File: src/rtl/ahb_slave_if_param.sv
// ahb_slave_if_param
//   AHB-Lite slave front end for the AHB-to-APB bridge. It decodes the
//   address phase against NSLV equal-sized regions starting at BASE and
//   checks transfer size and alignment. It pipelines address, write data
//   and direction for the bridge FSM, and drives the two-cycle AHB ERROR
//   response itself for unmapped or illegal transfers.
//
// Parameters
//   AW      address width
//   DW      data width (32 or 64)
//   NSLV    number of APB slaves (1..8)
//   BASE    base address of slave 0
//   RSHIFT  log2 of region size
//
// Ports
//   clk, rst            clock, synchronous active-high reset
//   Hwrite, Hreadyin    direction, bus ready (address phase sampled when 1)
//   Htrans, Hsize       transfer type, log2 transfer bytes
//   Haddr, Hwdata       address, write data
//   Prdata              APB read data
//   valid, tempselx     legal active phase, one-hot slave select (combinational)
//   Haddr1/2, Hwdata1/2 address / write data delayed 1 and 2 accepted cycles
//   Hwritereg           registered Hwrite
//   Hrdata              read data to AHB (zero during ERROR)
//   Hresp, Hreadyout    AHB response, ready out
module ahb_slave_if_param #(
    parameter int unsigned    AW     = 32,
    parameter int unsigned    DW     = 32,
    parameter int unsigned    NSLV   = 3,
    parameter logic [AW-1:0]  BASE   = AW'(32'h8000_0000),
    parameter int unsigned    RSHIFT = 26
) (
    input  logic            clk,
    input  logic            rst,
    input  logic            Hwrite,
    input  logic            Hreadyin,
    input  logic [1:0]      Htrans,
    input  logic [2:0]      Hsize,
    input  logic [AW-1:0]   Haddr,
    input  logic [DW-1:0]   Hwdata,
    input  logic [DW-1:0]   Prdata,
    output logic            valid,
    output logic [NSLV-1:0] tempselx,
    output logic [AW-1:0]   Haddr1,
    output logic [AW-1:0]   Haddr2,
    output logic [DW-1:0]   Hwdata1,
    output logic [DW-1:0]   Hwdata2,
    output logic            Hwritereg,
    output logic [DW-1:0]   Hrdata,
    output logic [1:0]      Hresp,
    output logic            Hreadyout
);

    localparam int unsigned MAXSZ     = $clog2(DW / 8);
    localparam logic [1:0]  RESP_OKAY = 2'b00;
    localparam logic [1:0]  RESP_ERR  = 2'b01;

    typedef enum logic [1:0] {
        ST_OKAY,
        ST_ERR1,
        ST_ERR2
    } state_t;

    state_t        state;
    logic          active;
    logic          mapped;
    logic          aligned;
    logic          legal;
    logic          illegal;
    logic [AW-1:0] idx;
    logic [AW-1:0] align_mask;

    // Decode. The subtraction wraps modulo 2^AW, so addresses below BASE are
    // rejected explicitly rather than relying on the region index.
    always_comb begin
        active     = Hreadyin & Htrans[1] & ~rst;
        idx        = (Haddr - BASE) >> RSHIFT;
        mapped     = (Haddr >= BASE) && (idx < AW'(NSLV));
        align_mask = ~({AW{1'b1}} << Hsize);
        aligned    = (Haddr & align_mask) == '0;
        legal      = mapped && (Hsize <= 3'(MAXSZ)) && aligned;
        illegal    = active & ~legal;
    end

    assign valid = active & legal;

    // Select is gated by valid so errored transfers never start the bridge.
    always_comb begin
        tempselx = '0;
        for (int unsigned i = 0; i < NSLV; i++) begin
            if (valid && (idx == AW'(i))) begin
                tempselx[i] = 1'b1;
            end
        end
    end

    always_ff @(posedge clk) begin
        if (rst) begin
            Haddr1    <= '0;
            Haddr2    <= '0;
            Hwdata1   <= '0;
            Hwdata2   <= '0;
            Hwritereg <= 1'b0;
        end else if (Hreadyin) begin
            Haddr1    <= Haddr;
            Haddr2    <= Haddr1;
            Hwdata1   <= Hwdata;
            Hwdata2   <= Hwdata1;
            Hwritereg <= Hwrite;
        end
    end

    // Error response FSM; phases seen in ERR1 are ignored.
    always_ff @(posedge clk) begin
        if (rst) begin
            state     <= ST_OKAY;
            Hresp     <= RESP_OKAY;
            Hreadyout <= 1'b1;
        end else begin
            case (state)
                ST_OKAY: begin
                    if (illegal) begin
                        state     <= ST_ERR1;
                        Hresp     <= RESP_ERR;
                        Hreadyout <= 1'b0;
                    end else begin
                        state     <= ST_OKAY;
                        Hresp     <= RESP_OKAY;
                        Hreadyout <= 1'b1;
                    end
                end
                ST_ERR1: begin
                    state     <= ST_ERR2;
                    Hresp     <= RESP_ERR;
                    Hreadyout <= 1'b1;
                end
                ST_ERR2: begin
                    if (illegal) begin
                        state     <= ST_ERR1;
                        Hresp     <= RESP_ERR;
                        Hreadyout <= 1'b0;
                    end else begin
                        state     <= ST_OKAY;
                        Hresp     <= RESP_OKAY;
                        Hreadyout <= 1'b1;
                    end
                end
                default: begin
                    state     <= ST_OKAY;
                    Hresp     <= RESP_OKAY;
                    Hreadyout <= 1'b1;
                end
            endcase
        end
    end

    assign Hrdata = (Hresp == RESP_ERR) ? '0 : Prdata;

endmodule

File: config.mk
export PLATFORM = sky130hd
export DESIGN_NAME = ahb_slave_if_param
export DESIGN_NICKNAME = d
export VERILOG_FILES = /design/src/rtl/ahb_slave_if_param.sv
export SDC_FILE = /design/constraint.sdc
export NUM_CORES = 1
export LEC_CHECK = 0
export BUFFER_PORTS_ARGS = -buffer_cell sky130_fd_sc_hd__buf_2
export CAP_MARGIN = 40
export CORE_ASPECT_RATIO = 0.6
export CORE_MARGIN = 1
export CORE_UTILIZATION = 40
export DETAILED_ROUTE_END_ITERATION = 10
export GPL_TIMING_DRIVEN = 0
export PLACE_DENSITY = 0.83
export REMOVE_ABC_BUFFERS = 1
export SYNTH_ARGS = -nofsm -noshare
export SYNTH_HDL_FRONTEND = slang
export SYNTH_SLANG_ARGS = --single-unit
File: constraint.sdc
create_clock -name clk -period 0.93 [get_ports clk]
set_input_delay 0.1395 -clock clk [delete_from_list [all_inputs] [get_ports clk]]
set_output_delay 0.1395 -clock clk [all_outputs]
set_load 0.005 [all_outputs]
==> reports/metrics.cfg, run 1 <==
[timing]
min_period_ns = 1.39
fmaxAchievable_mhz = 719
finClkSkew_ns = 0.0140
tns_ns = -20.06
rsz0062_at_grt = yes
slew_violations = 0
hold_viol_final = 0
timing.final.crit_share = 1.50
finalSetupViolCount = 179
fin_ws_ns = -0.461

[clock_tree]
root_buffer = clkbuf_16
clk_latency_ns = 0.40
cts_max_level = 4
clockBufferDepth = 2
cts_tree = built
cts.sink_count = 133
cts.clk_slew.worst_paths_ns = 0.06
numCtsBuffers = 17

[power]
pwr-share-comb = 0.174
vdd_drop_max_mv = 1.19
p_leak_uw = 0.00482
power_switching_uw = 3830
power_density_mw_per_mm2 = 1620
power_frac_seq = 0.413
clkPwrFrac = 0.414
cell_internal_pwr_uw = 11300
swShare = 0.253

[worst_setup_path]
r2r_cells = 4
rr_startpoint = Hwdata1[10]
crit_path_end_kind = output port
r2r_slack_ns = -0.07
reg2reg_to = Hwdata2[10]
arrival_ns = 1.25
cp_max_fo = 10
criticalPathCategory = reg2out
worstPathRequired_ns = 0.79
cp-start-kind = register

[worst_hold_path]
worst_hold_path.endpoint = Hwdata1[28]
hold_path.startpoint = Hwdata[28]
hp-class = in2reg
hold_depth = 3

[yosys]
syn_inst = 475
syn_area_mm2 = 0.00494
ys_ff_latch = 133
ys_seq_area_frac = 0.539
synth_top_area_frac = 0.539
yosys.area.top_type = dfxtp_1
synth.avg_cell_area_um2 = 10.4
synthTopCellsByArea = dfxtp_1 54%, mux2i_1 26%, nor2_1 10%
synthDistinctLibCells = 20
yosysWarnings = 0

[final_layout]
final_area_mm2 = 0.00932
n_antenna_cell = 0
n_fill_cell = 683
nets = 989
multi_input_area_mm2 = 0.00220
seqCellArea_mm2 = 0.00283
final_cells = 1061
area_growth_pct = 88.6
drive_gt1_frac = 0.610

[floorplan]
core_mm2 = 0.0121
chipWidth_um = 146
boundaryPins = 273
dieArea_mm2 = 0.0128
initial_utilization = 0.410
fp-row-count = 31
die_y_um = 88.1

[global_routing]
track_usage = 0.275
antenna_found_initial = 0
overflow = 0
grt_pass1_vias = 5028
grt_pass1_wl_um = 26800
grt_max_degree = 38

[placed_design]
placed_cells = 879
post_dp_cell_area_mm2 = 0.00640
pre_cts_ws_ns = -1.18
hpwl_um = 8380
io_buffers = 270
routabilityCongestion = 0.770

[drt]
drt_iter0_drc = 221
via_per_inst = 4.94
drcViolationCount = 0
wire_per_inst_um = 19.8
vias = 5245
detail-route-antenna-nets = 0
wirelength_um = 21000
firstDrtPassIters = 5

[status]
violations = negative setup slack
status = complete, but fails checks

[job]
drv_cap = 0

-- power by group through the flow --
stage / combinational [µW] / clock, µW / sequential (µW)
floorplan: 510 / 0 / 6290
global placement: 1450 / 0 / 6280
detailed placement: 1450 / 0 / 6280
CTS: 2210 / 6270 / 6180
global route: 2770 / 6650 / 6260
finish: 2630 / 6270 / 6240
-- final cells by class --
cell class / count / share of cell area
clock buffer: 19 / 0.0475
sequential: 133 / 0.304
tap: 165 / 0.0221
clock inverter: 12 / 0.0115
inverter: 1 / 0.000403
timing repair buffer: 424 / 0.378
multi-input combinational: 307 / 0.236
-- logic make-up after synthesis --
logic type,after synthesis,share of synthesized area
AOI/OAI and AO/OA,4,0.00405
buffers and inverters,35,0.0375
DFF,133,0.539
muxes,129,0.261
other,1,0.000759
and+or+nand+nor,173,0.158
-- synthesized netlist by cell type --
cell type  instances
conb_1             1
buf_1              2
a21oi_1            2
nor3b_2            1
inv_1              1
o21ai_1            2
dfxtp_1          133
nand2_1            1
clkbuf_1          15
buf_2              4
nor4b_2            1
nor3_1             1
nor2_1           132
nand3b_1           1
mux2i_1          129
nand2b_1           1
and3b_1            2
buf_4             13
nor2b_1           32
nor3_4             1
-- registers in the layout (all words and copies together), names as in the netlist --
name       cells
Hwdata1       32
state          2
Hwritereg      1
Haddr1        32
Haddr2        32
Hreadyout      1
Hresp          1
Hwdata2       32
-- per-stage QoR --
stage | total power [µW] | util | hold WS [ns]
after floorplan | 6800 | - | 0.212
after global placement | 7730 | 0.524 | 0.372
after detailed placement | 7730 | 0.530 | 0.382
after CTS | 14700 | 0.724 | 0.00131
after global routing | 15700 | 0.773 | 0.0264
final | 15100 | 0.773 | 0.0232
-- routing by layer --
layer / track usage / routed length [µm] / part of all wire / vias up
met5: 0 / 0 / 0 / -
met2: 0.477 / 10200 / 0.49 / 329
met3: 0.0870 / 1960 / 0.093 / 37
met1: 0.328 / 8480 / 0.40 / 2496
li1: - / - / - / 2383
met4: 0.0919 / 325 / 0.015 / 0
-- cells in the final DEF (no fill, tap or decap), drive strengths merged, types with 3 or more instances in the layout --
cell type    synthesis  layout
buf                 19     359
dfxtp              133     133
nor2               132     132
mux2i              129     129
dlygate4sd3          0      57
nor2b               32      32
clkbuf              15      20
bufbuf               0       7
clkinv               0       7
clkinvlp             0       3
-- worst max-delay path, stage by stage, from the launching register on --
cell and delay, ns:
dfxtp_4 0.39, buf_12 0.16, nor2b_1 0.15, buf_2 0.15
-- worst max-delay path by stage --
stage	end	slack [ns]	cells past startpoint	start
floorplan	Hrdata[0]	-0.14	1	Hresp[0]
global placement	tempselx[0]	-3.12	5	Hreadyin
detailed placement	tempselx[0]	-1.18	6	Hreadyin
CTS	Hrdata[1]	-0.41	3	Hresp[0]
global route	Hrdata[22]	-0.49	3	Hresp[0]
finish	Hrdata[22]	-0.46	3	Hresp[0]
-- what timing repair did --
action,4_1_cts,5_1_grt
pin swaps,5,3
endpoints found under the setup margin,233,180
gates cloned,8,2
hold endpoints to repair,62,0
buffers inserted,64,20
hold buffers,58,0
resized for setup,177,84
(Power assumes the default switching activity.)
==> run 2: changes to the inputs <==
--- a/config.mk
+++ b/config.mk
@@ -14,6 +14,7 @@
 export GPL_TIMING_DRIVEN = 0
 export PLACE_DENSITY = 0.83
 export REMOVE_ABC_BUFFERS = 1
+export SETUP_SLACK_MARGIN = 0.4
 export SYNTH_ARGS = -nofsm -noshare
 export SYNTH_HDL_FRONTEND = slang
 export SYNTH_SLANG_ARGS = --single-unit
==> reports/metrics.cfg, run 2 (synthesis gave the netlist of run 1 again) <==
[final_layout]
nets = 958
n_antenna_cell = 0
fin_util = 0.785
drive_gt1_frac = 0.687
layout_common_cells = 182 x buf_2, 180 x buf_6, 130 x nor2_1
area_growth_pct = 91.6
final_common_cell = buf_2

[drt]
firstDrtPassIters = 6
detail-route-antenna-nets = 0
wire_per_inst_um = 21.7
via_per_inst = 5.12
wirelength_um = 22300
drcViolationCount = 0
drt_iter0_drc = 253
vias = 5275

[global_routing]
grt_max_degree = 38
grt_pass1_wl_um = 26400
track_usage = 0.274
grt_pass1_vias = 4771
antenna_found_initial = 0
overflow = 0

[worst_setup_path]
arrival_ns = 1.32
criticalPathCategory = in2out
reg2reg_to = Hwdata2[15]
worstPathRequired_ns = 0.79
cp-start-kind = input pin
crit_start = Haddr[27]
rr_startpoint = Hwdata1[15]
crit_path_end_kind = output port
r2r_slack_ns = -0.04
r2r_cells = 4
cp_max_fo = 5

[power]
pwr-share-comb = 0.183
power_density_mw_per_mm2 = 1620
power_switching_uw = 3960
swShare = 0.257
clkPwrFrac = 0.409
p_leak_uw = 0.00476
cell_internal_pwr_uw = 11400
power_frac_seq = 0.408
vdd_drop_max_mv = 1.36

[floorplan]
core_mm2 = 0.0121
fp-row-count = 31
dieArea_mm2 = 0.0128
initial_utilization = 0.410
die_y_um = 88.1
chipWidth_um = 146
boundaryPins = 273

[placed_design]
pre_cts_ws_ns = -1.18
io_buffers = 270
routabilityCongestion = 0.770
hpwl_um = 8380

[clock_tree]
root_buffer = clkbuf_16
numCtsBuffers = 17
cts_tree = built
clockBufferDepth = 2
clk_latency_ns = 0.40
cts.clk_slew.worst_paths_ns = 0.05
cts.sink_count = 133
cts_max_level = 4

[worst_hold_path]
hold_path.startpoint = Hwdata[22]
worst_hold_path.endpoint = Hwdata1[22]
hold_depth = 3
hp-class = in2reg

[job]
drv_cap = 0

[timing]
rsz0062_at_grt = yes
fin_ws_ns = -0.526
timing.final.crit_share = 1.57
hold_viol_final = 11
finClkSkew_ns = 0.0106
holdWs_ns = -0.0112
slew_violations = 0
fmaxAchievable_mhz = 687
min_period_ns = 1.46
finalSetupViolCount = 172

[status]
violations = negative hold slack, negative setup slack
status = complete, but fails checks

[run 2: cell count changes in the layout (fill, tap and decap cells not counted), sizes merged]
cell | before | now
bufbuf | 7 | 5
dlygate4sd3 | 57 | 0
buf | 359 | 387
[run 2: how the worst max path moves through the flow]
stage | slack, ns | cells after the start | to
finish | -0.53 | 6 | tempselx[1]
global placement | -3.12 | 5 | tempselx[0]
detailed placement | -1.18 | 6 | tempselx[0]
floorplan | -0.14 | 1 | Hrdata[0]
CTS | -0.41 | 3 | Hrdata[1]
global route | -0.56 | 6 | tempselx[1]
[run 2: power groups by stage]
| stage | clock network [µW] | registers (µW) | logic (µW) |
|---|---|---|---|
| 2_1_floorplan | 0 | 6290 | 510 |
| 3_3_place_gp | 0 | 6280 | 1450 |
| 3_5_place_dp | 0 | 6280 | 1450 |
| 4_1_cts | 6270 | 6200 | 2150 |
| 5_1_grt | 6660 | 6280 | 2950 |
| 6_report | 6300 | 6270 | 2810 |
[run 2: cell type report]
| type | count | area, µm² |
|---|---|---|
| clock inverters | 12 | 108 |
| multi-input cells | 307 | 2310 |
| well taps | 165 | 206 |
| flip-flops and latches | 133 | 2840 |
| clock buffers | 19 | 443 |
| fillers | 666 | 2590 |
| repair buffers | 393 | 3560 |
| inverters | 1 | 3.75 |
[run 2: routing by layer]
layer,routed length (µm),part of all wire,global-route usage
met1,8610,0.39,0.335
met3,2150,0.096,0.0760
met5,0,0,0
met4,785,0.035,0.109
met2,10800,0.48,0.467
[run 2: worst max-delay path, cell delays in order]
cell     delay [ns]
buf_2          0.15
a21oi_1        0.32
nand2_2        0.15
nor3_4         0.18
and3b_1        0.24
buf_2          0.13
[run 2: what timing repair did]
item | CTS | global route
pin swaps | 37 | 73
setup buffers | 69 | 39
hold endpoints to repair | 54 | 17
gates cloned | 10 | 2
setup endpoints to repair | 300 | 300
resized for setup | 220 | 165
[run 2: metrics by stage]
step | TNS (ns) | cell area [µm²] | power (µW) | cells
floorplan | -4.95 | 4760 | 6800 | 441
global placement | -357.60 | 6320 | 7730 | 876
detailed placement | -75.41 | 6400 | 7730 | 879
CTS | -21.49 | 8410 | 14600 | 989
global route | -27.52 | 9470 | 15900 | 1030
finish | -21.19 | 9470 | 15400 | 1030
